$ cat src/rtl/rf_pkg.sv
// rf_pkg: shared register-file write-back types and constants.
package rf_pkg;
    localparam int REG_IDX_W = 5;
    localparam int DATA_W = 32;
    localparam logic [REG_IDX_W-1:0] REG_ZERO = 5'd0;
    typedef struct packed {
        logic [REG_IDX_W-1:0] rd;
        logic [DATA_W-1:0]    data;
    } wb_entry_t;
endpackage

$ cat src/rtl/wb_fifo.sv
// wb_fifo: circular write-back queue with ordered dual push, single pop and age-ordered entry view.
module wb_fifo
    import rf_pkg::*;
#(
    parameter int DEPTH = 4,
    parameter int AW = 2
) (
    input  logic                   clk,
    input  logic                   rst_n,
    input  logic                   push_a,
    input  wb_entry_t              data_a,
    input  logic                   push_b,
    input  wb_entry_t              data_b,
    input  logic                   pop,
    output logic [AW:0]            count,
    output wb_entry_t [DEPTH-1:0]  entries,
    output logic [DEPTH-1:0]       valid
);
    wb_entry_t mem [DEPTH];
    logic [AW-1:0] wr_ptr, rd_ptr;
    // push_a is older than push_b, so it takes the lower slot when both fire
    always_ff @(posedge clk) begin
        if (push_a || push_b) mem[wr_ptr] <= push_a ? data_a : data_b;
        if (push_a && push_b) mem[wr_ptr + AW'(1)] <= data_b;
    end
    always_ff @(posedge clk or negedge rst_n) begin
        if (!rst_n) begin
            wr_ptr <= '0;
            rd_ptr <= '0;
            count  <= '0;
        end else begin
            wr_ptr <= wr_ptr + AW'(push_a) + AW'(push_b);
            rd_ptr <= rd_ptr + AW'(pop);
            count  <= count + (AW+1)'(push_a) + (AW+1)'(push_b) - (AW+1)'(pop);
        end
    end
    // entries[0] is the head (oldest); higher indices are progressively newer
    for (genvar i = 0; i < DEPTH; i++) begin : g_view
        assign entries[i] = mem[rd_ptr + AW'(i)];
        assign valid[i]   = (AW+1)'(i) < count;
    end
endmodule

$ cat src/rtl/regfile_write_arbiter.sv
// regfile_write_arbiter: merges load and ALU write-backs into one ordered register-file write stream
// with a newest-first lookup over pending writes.
module regfile_write_arbiter
    import rf_pkg::*;
#(
    parameter int DEPTH = 4,
    parameter int AW = 2
) (
    input  logic        clk,
    input  logic        rst_n,
    input  logic        mem_valid,
    input  logic [4:0]  mem_rd,
    input  logic [31:0] mem_data,
    output logic        mem_ready,
    input  logic        alu_valid,
    input  logic [4:0]  alu_rd,
    input  logic [31:0] alu_data,
    output logic        alu_ready,
    output logic        RegWr,
    output logic [4:0]  Rw,
    output logic [31:0] busW,
    input  logic [4:0]  q_reg,
    output logic        q_hit,
    output logic [31:0] q_data,
    output logic        busy
);
    localparam logic [AW:0] LAST = (AW+1)'(DEPTH - 1);
    logic [AW:0] count;
    wb_entry_t [DEPTH-1:0] entries;
    logic [DEPTH-1:0] valid;
    logic push_a, push_b, pop;
    // readiness ignores a same-cycle pop so it depends only on registered count
    assign mem_ready = count <= LAST;
    assign alu_ready = count + (AW+1)'(mem_valid) <= LAST;
    assign push_a = mem_valid && mem_ready && mem_rd != REG_ZERO;
    assign push_b = alu_valid && alu_ready && alu_rd != REG_ZERO;
    assign pop = count != '0;
    assign busy = pop || RegWr;
    wb_fifo #(.DEPTH(DEPTH), .AW(AW)) u_fifo (
        .clk     (clk),
        .rst_n   (rst_n),
        .push_a  (push_a),
        .data_a  ('{rd: mem_rd, data: mem_data}),
        .push_b  (push_b),
        .data_b  ('{rd: alu_rd, data: alu_data}),
        .pop     (pop),
        .count   (count),
        .entries (entries),
        .valid   (valid)
    );
    always_ff @(posedge clk or negedge rst_n) begin
        if (!rst_n) begin
            RegWr <= 1'b0;
            Rw    <= '0;
            busW  <= '0;
        end else begin
            RegWr <= pop;
            if (pop) begin
                Rw   <= entries[0].rd;
                busW <= entries[0].data;
            end
        end
    end
    // scan oldest to newest so the newest match wins
    always_comb begin
        q_hit  = RegWr && Rw == q_reg;
        q_data = q_hit ? busW : '0;
        for (int j = 0; j < DEPTH; j++) begin
            if (valid[j] && entries[j].rd == q_reg) begin
                q_hit  = 1'b1;
                q_data = entries[j].data;
            end
        end
        if (q_reg == REG_ZERO) begin
            q_hit  = 1'b0;
            q_data = '0;
        end
    end
endmodule

$ cat config.mk
export PLATFORM = sky130hd
export DESIGN_NAME = regfile_write_arbiter
export DESIGN_NICKNAME = d
export VERILOG_FILES = /design/src/rtl/rf_pkg.sv /design/src/rtl/wb_fifo.sv /design/src/rtl/regfile_write_arbiter.sv
export SDC_FILE = /design/constraint.sdc
export NUM_CORES = 1
export LEC_CHECK = 0
export CORE_MARGIN = 3
export CORE_UTILIZATION = 35
export CTS_BUF_LIST = sky130_fd_sc_hd__clkbuf_4 sky130_fd_sc_hd__clkbuf_8
export DETAILED_ROUTE_END_ITERATION = 12
export PLACE_DENSITY = 0.58
export REMOVE_ABC_BUFFERS = 1
export SLEW_MARGIN = 20
export SYNTH_ARGS = -nofsm -noshare
export SYNTH_HDL_FRONTEND = slang
export SYNTH_HIERARCHICAL = 1
export SYNTH_SLANG_ARGS = --single-unit
$ cat constraint.sdc
create_clock -name clk -period 8.3 [get_ports clk]
set_input_delay 2.49 -clock clk [delete_from_list [all_inputs] [get_ports clk]]
set_output_delay 2.49 -clock clk [all_outputs]
set_load 0.01 [all_outputs]
Word-level counts from Yosys, hierarchy flattened. Memory sizes are Yosys's and may differ from the RTL's. Cells that the tools add are included.

Bits in registers: 45. Memory bits (writable): 148. Input port bits: 83. Output and inout bits: 74. Logic and storage cells: 61. Memories kept: 1.

Memories: u_fifo.mem (words 4, width 37, rd ports 4, clocked after Yosys merged registers in 0, write ports 2, RTL line wb_fifo.sv:19) `wb_entry_t mem [DEPTH];`.

Add/subtract/negate cells: 11. $lt $le $gt $ge: 6. Eq/ne operators: 5. Mux-type cells: 16. Reduce and logical (&&, ||, !) cells: 16.

Operators by type and width (number): two-way mux 32 bit (6); two-way mux 37 bit (1); == test 5 bit (5); logical AND 1 bit (10); nonzero test 5 bit (2); adder 3 x 1 -> 3 bit (3); two-way mux 1 bit (9); adder 2 x 1 -> 2 bit (3); <= comparator 3 x 2 -> 1 bit, second input constant (2); less-than comparator 1 x 3 -> 1 bit, first input constant (2); less-than comparator 2 x 3 -> 1 bit, first input constant (2); logical NOT 5 bit (1); adder 2 x 1 -> 2 bit, second input constant (2); adder 2 bit, second input constant (2); nonzero test 3 bit (1); subtractor 3 x 1 -> 3 bit (1); logical OR 1 bit (2).

Longest topological paths before layout. Gate-level depths: netlist of run 1.

Depth after elaboration: 8. Depth in mapped cells: 13. Depth with buffers taken out: 8.

Modules after synthesis. The synthesis of run 1 kept the hierarchy.

By module, submodules not included: wb_fifo (times used 1, cells an instance 716, area an instance 10867.9 um^2, seq. area each 4619.4 um^2); regfile_write_arbiter (times used 1, cells an instance 360, area an instance 3393.3 um^2, seq. area each 950.9 um^2).

Worst setup path before layout of run 1. No wires, ideal clock.

Path kind: input-to-reg. From: input port mem_valid. To: memory u_fifo/mem[3][0] (netlist name), enable pin. Setup time: 0.488 ns. Arrival: 6.515 ns. Data required time: 7.812 ns. Slack: 1.297 ns. Stages: 7. Path buffers: 1. Path through: ha_1 ha_1 xnor2_1 o311a_1 nand2_1 buf_2 a21boi_0.

RTL lines: from (decl) (RTL line regfile_write_arbiter.sv:11) `input logic mem_valid,`; to (decl) (RTL line wb_fifo.sv:19).

Worst setup path in the final report of run 1.
From: input port q_reg[3]. To: output port q_data[19].

Longest elaborated chain between the ends: 8. Elaborated cells between the ends (all ways): 17. Those cells by class: eq/ne (5); mux (6); reduce/logical (6).

RTL lines: from (decl) (RTL line regfile_write_arbiter.sv:22) `input logic [4:0] q_reg,`; == test 5 bit (RTL line regfile_write_arbiter.sv:66) `q_hit = RegWr && Rw == q_reg;`; logical AND 1 bit (RTL line regfile_write_arbiter.sv:66); two-way mux 32 bit (RTL line regfile_write_arbiter.sv:67) `q_data = q_hit ? busW : '0;`; two-way mux 32 bit (4 in series) (RTL line regfile_write_arbiter.sv:69) `if (valid[j] && entries[j].rd == q_reg) begin`; two-way mux 32 bit (*) (RTL line regfile_write_arbiter.sv:74) `if (q_reg == REG_ZERO) begin`; to (decl) (RTL line regfile_write_arbiter.sv:24) `output logic [31:0] q_data,`.

Mark *: on every way between the ends. The rest lies on a longest branch, timed or not.

==> results of run 1 <==
-- cells in the mapped netlist, types with 3 or more instances --
master / instances / area, um^2
ha_1: 6 / 75.1
buf_4: 23 / 173
buf_12: 12 / 240
mux4_2: 148 / 3330
nand2_1: 109 / 409
o211ai_1: 17 / 128
dfrtp_1: 45 / 1130
and3_1: 5 / 31.3
inv_1: 10 / 37.5
nand2b_1: 76 / 475
xnor2_1: 7 / 61.3
clkbuf_1: 33 / 124
nor2_1: 67 / 251
mux2_2: 37 / 417
buf_6: 14 / 158
nor4_1: 5 / 31.3
a32o_1: 32 / 320
fa_1: 3 / 60.1
edfxtp_1: 148 / 4440
o221ai_1: 148 / 1300
buf_2: 40 / 200
and3b_1: 3 / 26.3
o211ai_2: 15 / 188
mux2i_1: 32 / 320
xor2_1: 22 / 193
-- registers in the layout, indices dropped and copies added, names as in the netlist --
register and cells:
u_fifo/mem 148, busW 32, Rw 5, u_fifo/count 3, u_fifo/rd_ptr 2, u_fifo/wr_ptr 2, RegWr 1
-- metrics by stage --
| stage | util, % | cell area [um^2] | hold slack (ns) | setup WS, ns | power, mW |
|---|---|---|---|---|---|
| after floorplan | - | 13400 | 0.570 | -2.05 | 4.58 |
| after global placement | 39.8 | 15900 | 0.516 | 0.342 | 5.50 |
| after detailed placement | 39.8 | 15900 | 0.521 | 0.324 | 5.56 |
| after CTS | 40.9 | 16300 | 0.549 | 0.309 | 6.23 |
| after global routing | 40.9 | 16400 | 0.569 | 0.199 | 6.58 |
| final | 40.9 | 16400 | 0.548 | 0.345 | 6.18 |
-- final cells by class --
| type | instances | area, um^2 |
|---|---|---|
| inverters | 10 | 37.5 |
| multi-input cells | 750 | 7840 |
| diodes | 2 | 5.00 |
| fillers | 3758 | 23700 |
| repair buffers | 182 | 1810 |
| well taps | 525 | 657 |
| flip-flops and latches | 193 | 5580 |
| clock inverters | 10 | 125 |
| clock buffers | 22 | 297 |
-- power groups by stage --
stage               logic [mW]  clock network [mW]  registers, mW
global placement          3.61                   0           1.89
finish                    3.62               0.665           1.89
floorplan                 2.52                   0           2.06
global route              3.90               0.717           1.96
CTS                       3.66               0.683           1.90
detailed placement        3.64                   0           1.92
-- metal layers --
| metal | vias up | routed length [um] | GRT usage, % |
|---|---|---|---|
| li1 | 4616 | - | - |
| met1 | 5475 | 16500 | 24.2 |
| met2 | 418 | 21700 | 33.6 |
| met3 | 74 | 3120 | 4.34 |
| met4 | 4 | 1140 | 6.81 |
| met5 | - | 34 | 0 |
-- cells by family after synthesis --
family,count (synthesis),synth area share [%]
XOR/XNOR,29,1.78
AND/OR/NAND/NOR,273,8.97
flip-flops,193,39.1
buffers and inverters,133,6.56
multiplexers,217,28.5
AO/OA/AOI/OAI,222,14.1
adder cells (fa/ha/maj),9,0.948
-- worst min-delay path by stage --
stage | from | slack (ns) | cells past startpoint | end
6_report | busW[19] | 0.55 | 1 | busW[19]
3_3_place_gp | busW[28] | 0.52 | 1 | busW[28]
4_1_cts | busW[19] | 0.55 | 1 | busW[19]
2_1_floorplan | busW[0] | 0.57 | 1 | busW[0]
5_1_grt | busW[26] | 0.57 | 1 | busW[26]
3_5_place_dp | busW[19] | 0.52 | 1 | busW[19]
-- critical path, delay by kind of cell --
family	cells	cell delay (ns)
xor+xnor	1	0.19
compound gates	3	1.02
simple gates	2	0.32
buf+inv	3	1.42
==> qor.yml, run 1 <==
cp-start-kind: "input port"
crit_path_end_kind: "output port"
cts_buffers: 17
ctsRootBufferMaster: "clkbuf_8"
core_area_um2: 40000
routed_wl_um: 42500
synth_edf_count: 148
arrival_ns: 5.47
synth.distinct_cells: 39
sw_frac_of_total_pct: 39.8
cellPowerDensity_nw_per_um2: 378
via_per_inst: 6.25
grt_use_total_pct: 19.5
finalSetupTns_ns: 0
drtPass1Iterations: 5
clk_latency_ns: 0.49
ys_seq_elements: 193
ioPinCount: 157
vdd_drop_max_uv: 168
place.port_buffers: 156
max_stage_delay_ns: 0.69
post_cts_resized: 0
slew_headroom_pct: 30.1
r2r_start: "u_fifo/count[0]"
ys.flop_type: "edfxtp_1"
cts_buffer_depth: 2
cts.sinks: 193
worst_pin_slew_ns: 1.05
nNetsFinal: 1246
rsz0062_at_grt: "false"
synth-seq-area-share_pct: 39.1
internal_power_mw: 3.72
setup.worst_path.end: "q_data[19]"
die-width_um: 208
dp_cells: 1660
place_congestion: 0.804
p_sw_mw: 2.46
pwr-share-seq_pct: 30.7
layout_common_cells: "clkdlybuf4s50_1 (155), o221ai_1 (148), mux4_2 (148), edfxtp_1 (148), nand2_1 (107)"
drc_errors: 0
clkPwrFrac_pct: 10.8
cts_tree: "built"
grt_pass1_vias: 10800
period_share_pct: 95.8
start_util_pct: 35.6
maxCapViolCount: 0
synthesis.area_um2: 14300
cts.clk_slew.worst_paths_ns: 0.10
cp_common_cell: "clkdlybuf4s50_1"
avgSynthCellArea_um2: 13.3
grt_overflow: 0
vias: 10600
synthArstFlopShare_pct: 23.3
instances_no_fill: 1694
grt_pass1_wl_um: 65100
min_path_type: "reg -> reg"
combPwrFrac_pct: 58.6
critPathMaxFanout: 20
cp-startpoint: "q_reg[3]"
critPathKind: "in -> out"
post-cts-setup-buffers: 0
antenna_found_initial: 4
die_h_um: 208
leakagePower_nw: 5.26
place_hpwl_um: 26000
die_area_um2: 43200
max_freq_mhz: 126
area_growth_pct: 14.7
reg2reg_depth: 7
postCtsHoldBufs: 0
final_common_cell: "clkdlybuf4s50_1"
cts.htree.levels: 4
rows: 73
rrSetupSlack_ns: 4.30
required_ns: 5.81
grt_max_degree: 83
cp_cell_sequence: "clkdlybuf4s50_1 > xor2_1 > nor4_1 > and3_2 > o21bai_4 > buf_12 > o211ai_2 > a32o_1 > clkdlybuf4s50_1"
antenna_left: 0
finalSetupViolCount: 0
crit_slowest_cell: "o21bai_4"
drive_above_1_share_pct: 24.1
status: "completed"
wl_per_cell_um: 25.1
synthCells: 1076
maxSlewViolCount: 0
finalHoldViolCount: 0
fin_skew_ns: 0.0165
timing.rr.end: "u_fifo/mem[1][20]"
synth_warnings: 6
drtIter0Drc: 705
finalWorstPathRequiredPeriod_ns: 7.96
Power figures use the tool's default switching activity.
==> run 2, diff against run 1 <==
--- a/config.mk
+++ b/config.mk
@@ -9,7 +9,7 @@
 export CORE_UTILIZATION = 35
 export CTS_BUF_LIST = sky130_fd_sc_hd__clkbuf_4 sky130_fd_sc_hd__clkbuf_8
 export DETAILED_ROUTE_END_ITERATION = 12
-export PLACE_DENSITY = 0.58
+export PLACE_DENSITY = 0.6
 export REMOVE_ABC_BUFFERS = 1
 export SLEW_MARGIN = 20
 export SYNTH_ARGS = -nofsm -noshare
==> constraint.sdc (replaced) <==
create_clock -name clk -period 7 [get_ports clk]
set_input_delay 2.1 -clock clk [delete_from_list [all_inputs] [get_ports clk]]
set_output_delay 2.1 -clock clk [all_outputs]
set_load 0.01 [all_outputs]
==> qor.yml, run 2 (same netlist as run 1, synthesis figures left out) <==
rsz0062_at_grt: "false"
grt_pass1_wl_um: 62900  # -3.4%
reg2reg_depth: 7  # unchanged
drc_errors: 0  # unchanged
grt_use_total_pct: 18.8  # -0.74 points
drtIter0Drc: 755  # +7.1%
cts_tree: "built"
rows: 73  # unchanged
wl_per_cell_um: 24.2  # -3.5%
leakagePower_nw: 5.30  # +0.71%
die_area_um2: 43200  # unchanged
cp-start-kind: "input port"
post_cts_resized: 0  # unchanged
arrival_ns: 4.76  # -0.71 ns
instances_no_fill: 1699  # +0.30%
rrSetupSlack_ns: 3.60  # -0.70 ns
ioPinCount: 157  # unchanged
start_util_pct: 35.6  # unchanged
via_per_inst: 6.16  # -1.4%
grt_overflow: 0  # unchanged
grt_max_degree: 132  # +59%
crit_path_end_kind: "output port"
vdd_drop_max_uv: 298  # +77%
nNetsFinal: 1253  # +0.56%
core_area_um2: 40000  # unchanged
critPathKind: "in -> out"
total_power_mw: 7.25  # +17%
regMostFlops: "u_fifo/mem"
diodes: 0  # -2
required_ns: 4.90  # -0.91 ns
maxCapViolCount: 0  # unchanged
maxSlewViolCount: 0  # unchanged
drtPass1Iterations: 5  # unchanged
cts_buffer_depth: 2  # unchanged
place.port_buffers: 156  # unchanged
vias: 10500  # -1.1%
status: "completed"
routed_wl_um: 41100  # -3.2%
drive_above_1_share_pct: 24.4  # +0.37 points
place_congestion: 0.788  # -2.0%
antenna_left: 0  # unchanged
cts.clk_slew.worst_paths_ns: 0.11  # about the same
die-width_um: 208  # unchanged
largest_reg_flops: 148  # unchanged
cts.sinks: 193  # unchanged
post-cts-setup-buffers: 0  # unchanged
grt_pass1_vias: 10600  # -1.4%
die_h_um: 208  # unchanged
clk_latency_ns: 0.48  # about the same
antenna_found_initial: 1  # -3
finalWorstPathRequiredPeriod_ns: 6.86
finalSetupViolCount: 0  # unchanged
min_path_type: "reg -> reg"
worst_pin_slew_ns: 0.993  # -0.0555 ns
cts.htree.levels: 4  # unchanged
slew_headroom_pct: 33.8  # +3.8 points
whs_path_depth: 1  # unchanged
postCtsHoldBufs: 0  # unchanged
final_common_cell: "clkdlybuf4s50_1"
layout_common_cells: "clkdlybuf4s50_1 (155), o221ai_1 (148), mux4_2 (148), edfxtp_1 (148), nand2_1 (107)"
place_hpwl_um: 25500  # -1.9%
cellPowerDensity_nw_per_um2: 442  # +17%
cts_buffers: 17  # unchanged
dp_cells: 1667  # +0.42%
area_growth_pct: 15.0
ctsRootBufferMaster: "clkbuf_8"
critPathMaxFanout: 10  # -50%
reg_top3: "u_fifo/mem x148, busW x32, Rw x5"
fin_skew_ns: 0.0210  # +0.00451 ns
hold_ws_ns: 0.551  # +0.00323 ns
max_freq_mhz: 146
finalHoldViolCount: 0  # unchanged
period_share_pct: 98.1
finalCoreUtilization_pct: 41.0  # +0.12 points
## run 2: path summary, 6_finish.rpt
| check | startpoint | endpoint |
|---|---|---|
| max | q_reg[2] | q_data[19] |
| min | busW[31] | busW[31] |
| max reg2reg | u_fifo/count[0] | u_fifo/mem[0][32] |
| min reg2reg | busW[31] | busW[31] |
| max in group asynchronous | rst_n | u_fifo/rd_ptr[1] |
| min in group asynchronous | rst_n | busW[29] |
## run 2: routing by layer
layer / part of all wire (%) / routed length [um] / GRT usage (%)
met3: 5.9 / 2450 / 3.31
met2: 52 / 21300 / 33.1
met1: 39 / 16200 / 23.0
met5: 0.032 / 13 / 0
met4: 3.0 / 1230 / 7.11
## run 2: worst max-delay path: stages
cell and delay, ns:
clkdlybuf4s50_1 0.45, buf_4 0.18, xor2_1 0.16, nor4_1 0.34
and3_2 0.30, or2_2 0.17, buf_4 0.22, nor2_1 0.07
a32o_1 0.26, clkdlybuf4s50_1 0.50
## run 2: power breakdown
part	internal, mW	switching (mW)	total (mW)
logic	2.26	2.01	4.27
clock network	0.311	0.424	0.735
registers	1.80	0.445	2.24
total	4.37	2.88	7.25
## run 2: layout make-up
cell class / count / area (um^2)
inverter: 10 / 37.5
clock inverter: 11 / 105
fill: 3730 / 23600
tap: 525 / 657
multi-input combinational: 750 / 7830
sequential: 193 / 5580
clock buffer: 21 / 277
timing repair buffer: 189 / 1920
## run 2: stage by stage
step | instance area, um^2 | setup WS [ns] | TNS, ns
floorplan | 13400 | -2.96 | -122.62
global placement | 16000 | 0.129 | 0
detailed placement | 16000 | 0.126 | 0
CTS | 16400 | 0.125 | 0
global route | 16400 | 0.00815 | 0
finish | 16400 | 0.135 | 0
==> run 3, diff against run 2 <==
--- a/config.mk
+++ b/config.mk
@@ -5,11 +5,10 @@
 export SDC_FILE = /design/constraint.sdc
 export NUM_CORES = 1
 export LEC_CHECK = 0
-export CORE_MARGIN = 3
-export CORE_UTILIZATION = 35
+export CORE_UTILIZATION = 44
 export CTS_BUF_LIST = sky130_fd_sc_hd__clkbuf_4 sky130_fd_sc_hd__clkbuf_8
 export DETAILED_ROUTE_END_ITERATION = 12
-export PLACE_DENSITY = 0.6
+export PLACE_DENSITY = 0.71
 export REMOVE_ABC_BUFFERS = 1
 export SLEW_MARGIN = 20
 export SYNTH_ARGS = -nofsm -noshare
==> qor.yml, run 3 (same netlist as run 1, synthesis figures left out) <==
worst_pin_slew_ns: 1.02  # +0.0251 ns
maxCapViolCount: 0  # unchanged
fillCellCount: 2739  # -27%
leakagePower_nw: 5.37  # +1.4%
regMostFlops: "u_fifo/mem"
die-width_um: 182  # -12%
clk_latency_ns: 0.47  # about the same
finalInstanceArea_um2: 16300  # -0.40%
drc_errors: 0  # unchanged
crit_family: "buffers and inverters"
layout_common_cells: "clkdlybuf4s50_1 (151), o221ai_1 (148), mux4_2 (148), edfxtp_1 (148), nand2_1 (107)"
required_ns: 4.90  # about the same
cts_buffer_depth: 2  # unchanged
grt_overflow: 0  # unchanged
grt_pass1_vias: 10800  # +2.0%
cts.htree.levels: 4  # unchanged
vias: 10800  # +3.0%
cts_tree: "built"
r2r_start: "u_fifo/count[0]"
finalWorstPathRequiredPeriod_ns: 6.83  # -0.0342 ns
place_hpwl_um: 24300  # -4.5%
final_common_cell: "clkdlybuf4s50_1"
ctsRootBufferMaster: "clkbuf_8"
crit_path_end_kind: "output port"
sw_frac_of_total_pct: 39.1  # -0.60 points
max_freq_mhz: 146  # +0.50%
internal_power_mw: 4.50  # +3.0%
via_per_inst: 6.84  # +11%
pwr-share-seq_pct: 30.7  # -0.2 points
finalHoldViolCount: 0  # unchanged
largest_reg_flops: 148  # unchanged
die_area_um2: 33100  # -23%
drtIter0Drc: 886  # +17%
crit_slowest_cell: "clkdlybuf4s50_1"
status: "completed"
combPwrFrac_pct: 57.6  # -1.3 points
cts.clk_slew.worst_paths_ns: 0.10  # about the same
p_sw_mw: 2.89  # +0.42%
cellPowerDensity_nw_per_um2: 453  # +2.4%
nNetsFinal: 1253  # unchanged
place.port_buffers: 156  # unchanged
hold_start: "busW[16]"
grt_pass1_wl_um: 60900  # -3.1%
maxSlewViolCount: 0  # unchanged
ioPinCount: 157  # unchanged
place_congestion: 0.800  # +1.5%
rows: 65  # -11%
cp_common_cell: "clkdlybuf4s50_1"
routed_wl_um: 39800  # -3.3%
vdd_drop_max_uv: 290  # -2.7%
grt_use_total_pct: 24.2  # +5.5 points
arrival_ns: 4.73  # -0.03 ns
placed_area_um2: 15800  # -1.1%
wl_per_cell_um: 25.2  # +4.2%
drive_above_1_share_pct: 24.5  # +0.085 points
period_share_pct: 97.6  # -0.49 points
start_util_pct: 45.0  # +9.3 points
area_growth_pct: 14.5
finalSetupViolCount: 0  # unchanged
drtPass1Iterations: 6  # +1
clkPwrFrac_pct: 11.7  # +1.6 points
grt_max_degree: 75  # -43%
critPathMaxFanout: 9  # -1
antenna_found_initial: 1  # unchanged
cp_cell_sequence: "clkdlybuf4s50_1 > xor2_1 > nor4_1 > and3_1 > o21bai_4 > buf_12 > o211ai_1 > a32o_1 > clkdlybuf4s50_1"
rsz0062_at_grt: "false"
crit_buf_inv: 3  # -1
cts.sinks: 193  # unchanged
total_power_mw: 7.40  # +2.0%
core_area_um2: 31700  # -21%
critPathKind: "in -> out"
cp-startpoint: "q_reg[0]"
reg_top3: "u_fifo/mem x148, busW x32, Rw x5"
slew_headroom_pct: 32.1  # -1.7 points
antenna_left: 0  # unchanged
min_path_type: "reg -> reg"
fin_skew_ns: 0.0196  # -0.00141 ns
die_h_um: 182  # -12%
cts_buffers: 17  # unchanged
max_stage_delay_ns: 0.54  # +0.04 ns
post-cts-setup-buffers: 0  # unchanged
cp-start-kind: "input port"
==> run 3: path summary, 6_finish.rpt <==
path                       cells after the start           endpoint  slack, ns
hold reg to reg                                1           busW[16]       0.54
min in group asynchronous                      2           busW[24]       1.77
setup reg to reg                               7  u_fifo/mem[3][11]       3.45
max in group asynchronous                      2   u_fifo/rd_ptr[1]       4.64
hold / removal                                 1           busW[16]       0.54
setup / recovery                               9          q_data[9]       0.17
==> run 3: metrics by stage <==
step	utilization (%)	hold slack [ns]	setup slack (ns)	TNS (ns)	instances
finish	51.5	0.545	0.169	0	1577
global route	51.5	0.572	0.0609	0	1576
CTS	51.4	0.547	0.0292	0	1576
detailed placement	49.9	0.523	0.0251	0	1544
global placement	49.9	0.516	0.0932	0	1544
floorplan	-	0.570	-2.96	-122.62	953
==> run 3: routing by layer <==
metal	track usage, %	up-vias	routed length (um)
met4	9.65	0	1160
li1	-	4632	-
met3	4.61	93	3380
met5	0	-	0
met1	31.0	5458	15400
met2	40.7	598	19800
==> run 3: area by class of cell <==
| cell class | count | area, um^2 | area share (%) |
|---|---|---|---|
| Multi-Input combinational cell | 750 | 7850 | 48.0 |
| Sequential cell | 193 | 5580 | 34.2 |
| Timing Repair Buffer | 189 | 1900 | 11.6 |
| Tap cell | 402 | 503 | 3.08 |
| Clock buffer | 19 | 255 | 1.56 |
| Clock inverter | 13 | 208 | 1.27 |
| Inverter | 10 | 37.5 | 0.230 |
| Antenna cell | 1 | 2.50 | 0.0153 |
==> run 3: what timing repair did <==
item                                    CTS  global route
hold endpoints to repair                  0             0
gates resized for setup                   0             5
hold buffers                              0             0
endpoints found under the setup margin    0            33
==> run 3: power by group through the flow <==
stage / registers (mW) / logic [mW] / clock network (mW)
finish: 2.27 / 4.26 / 0.863
global route: 2.34 / 4.56 / 0.921
CTS: 2.27 / 4.26 / 0.876
detailed placement: 2.30 / 4.25 / 0
global placement: 2.25 / 4.17 / 0
floorplan: 2.44 / 2.99 / 0
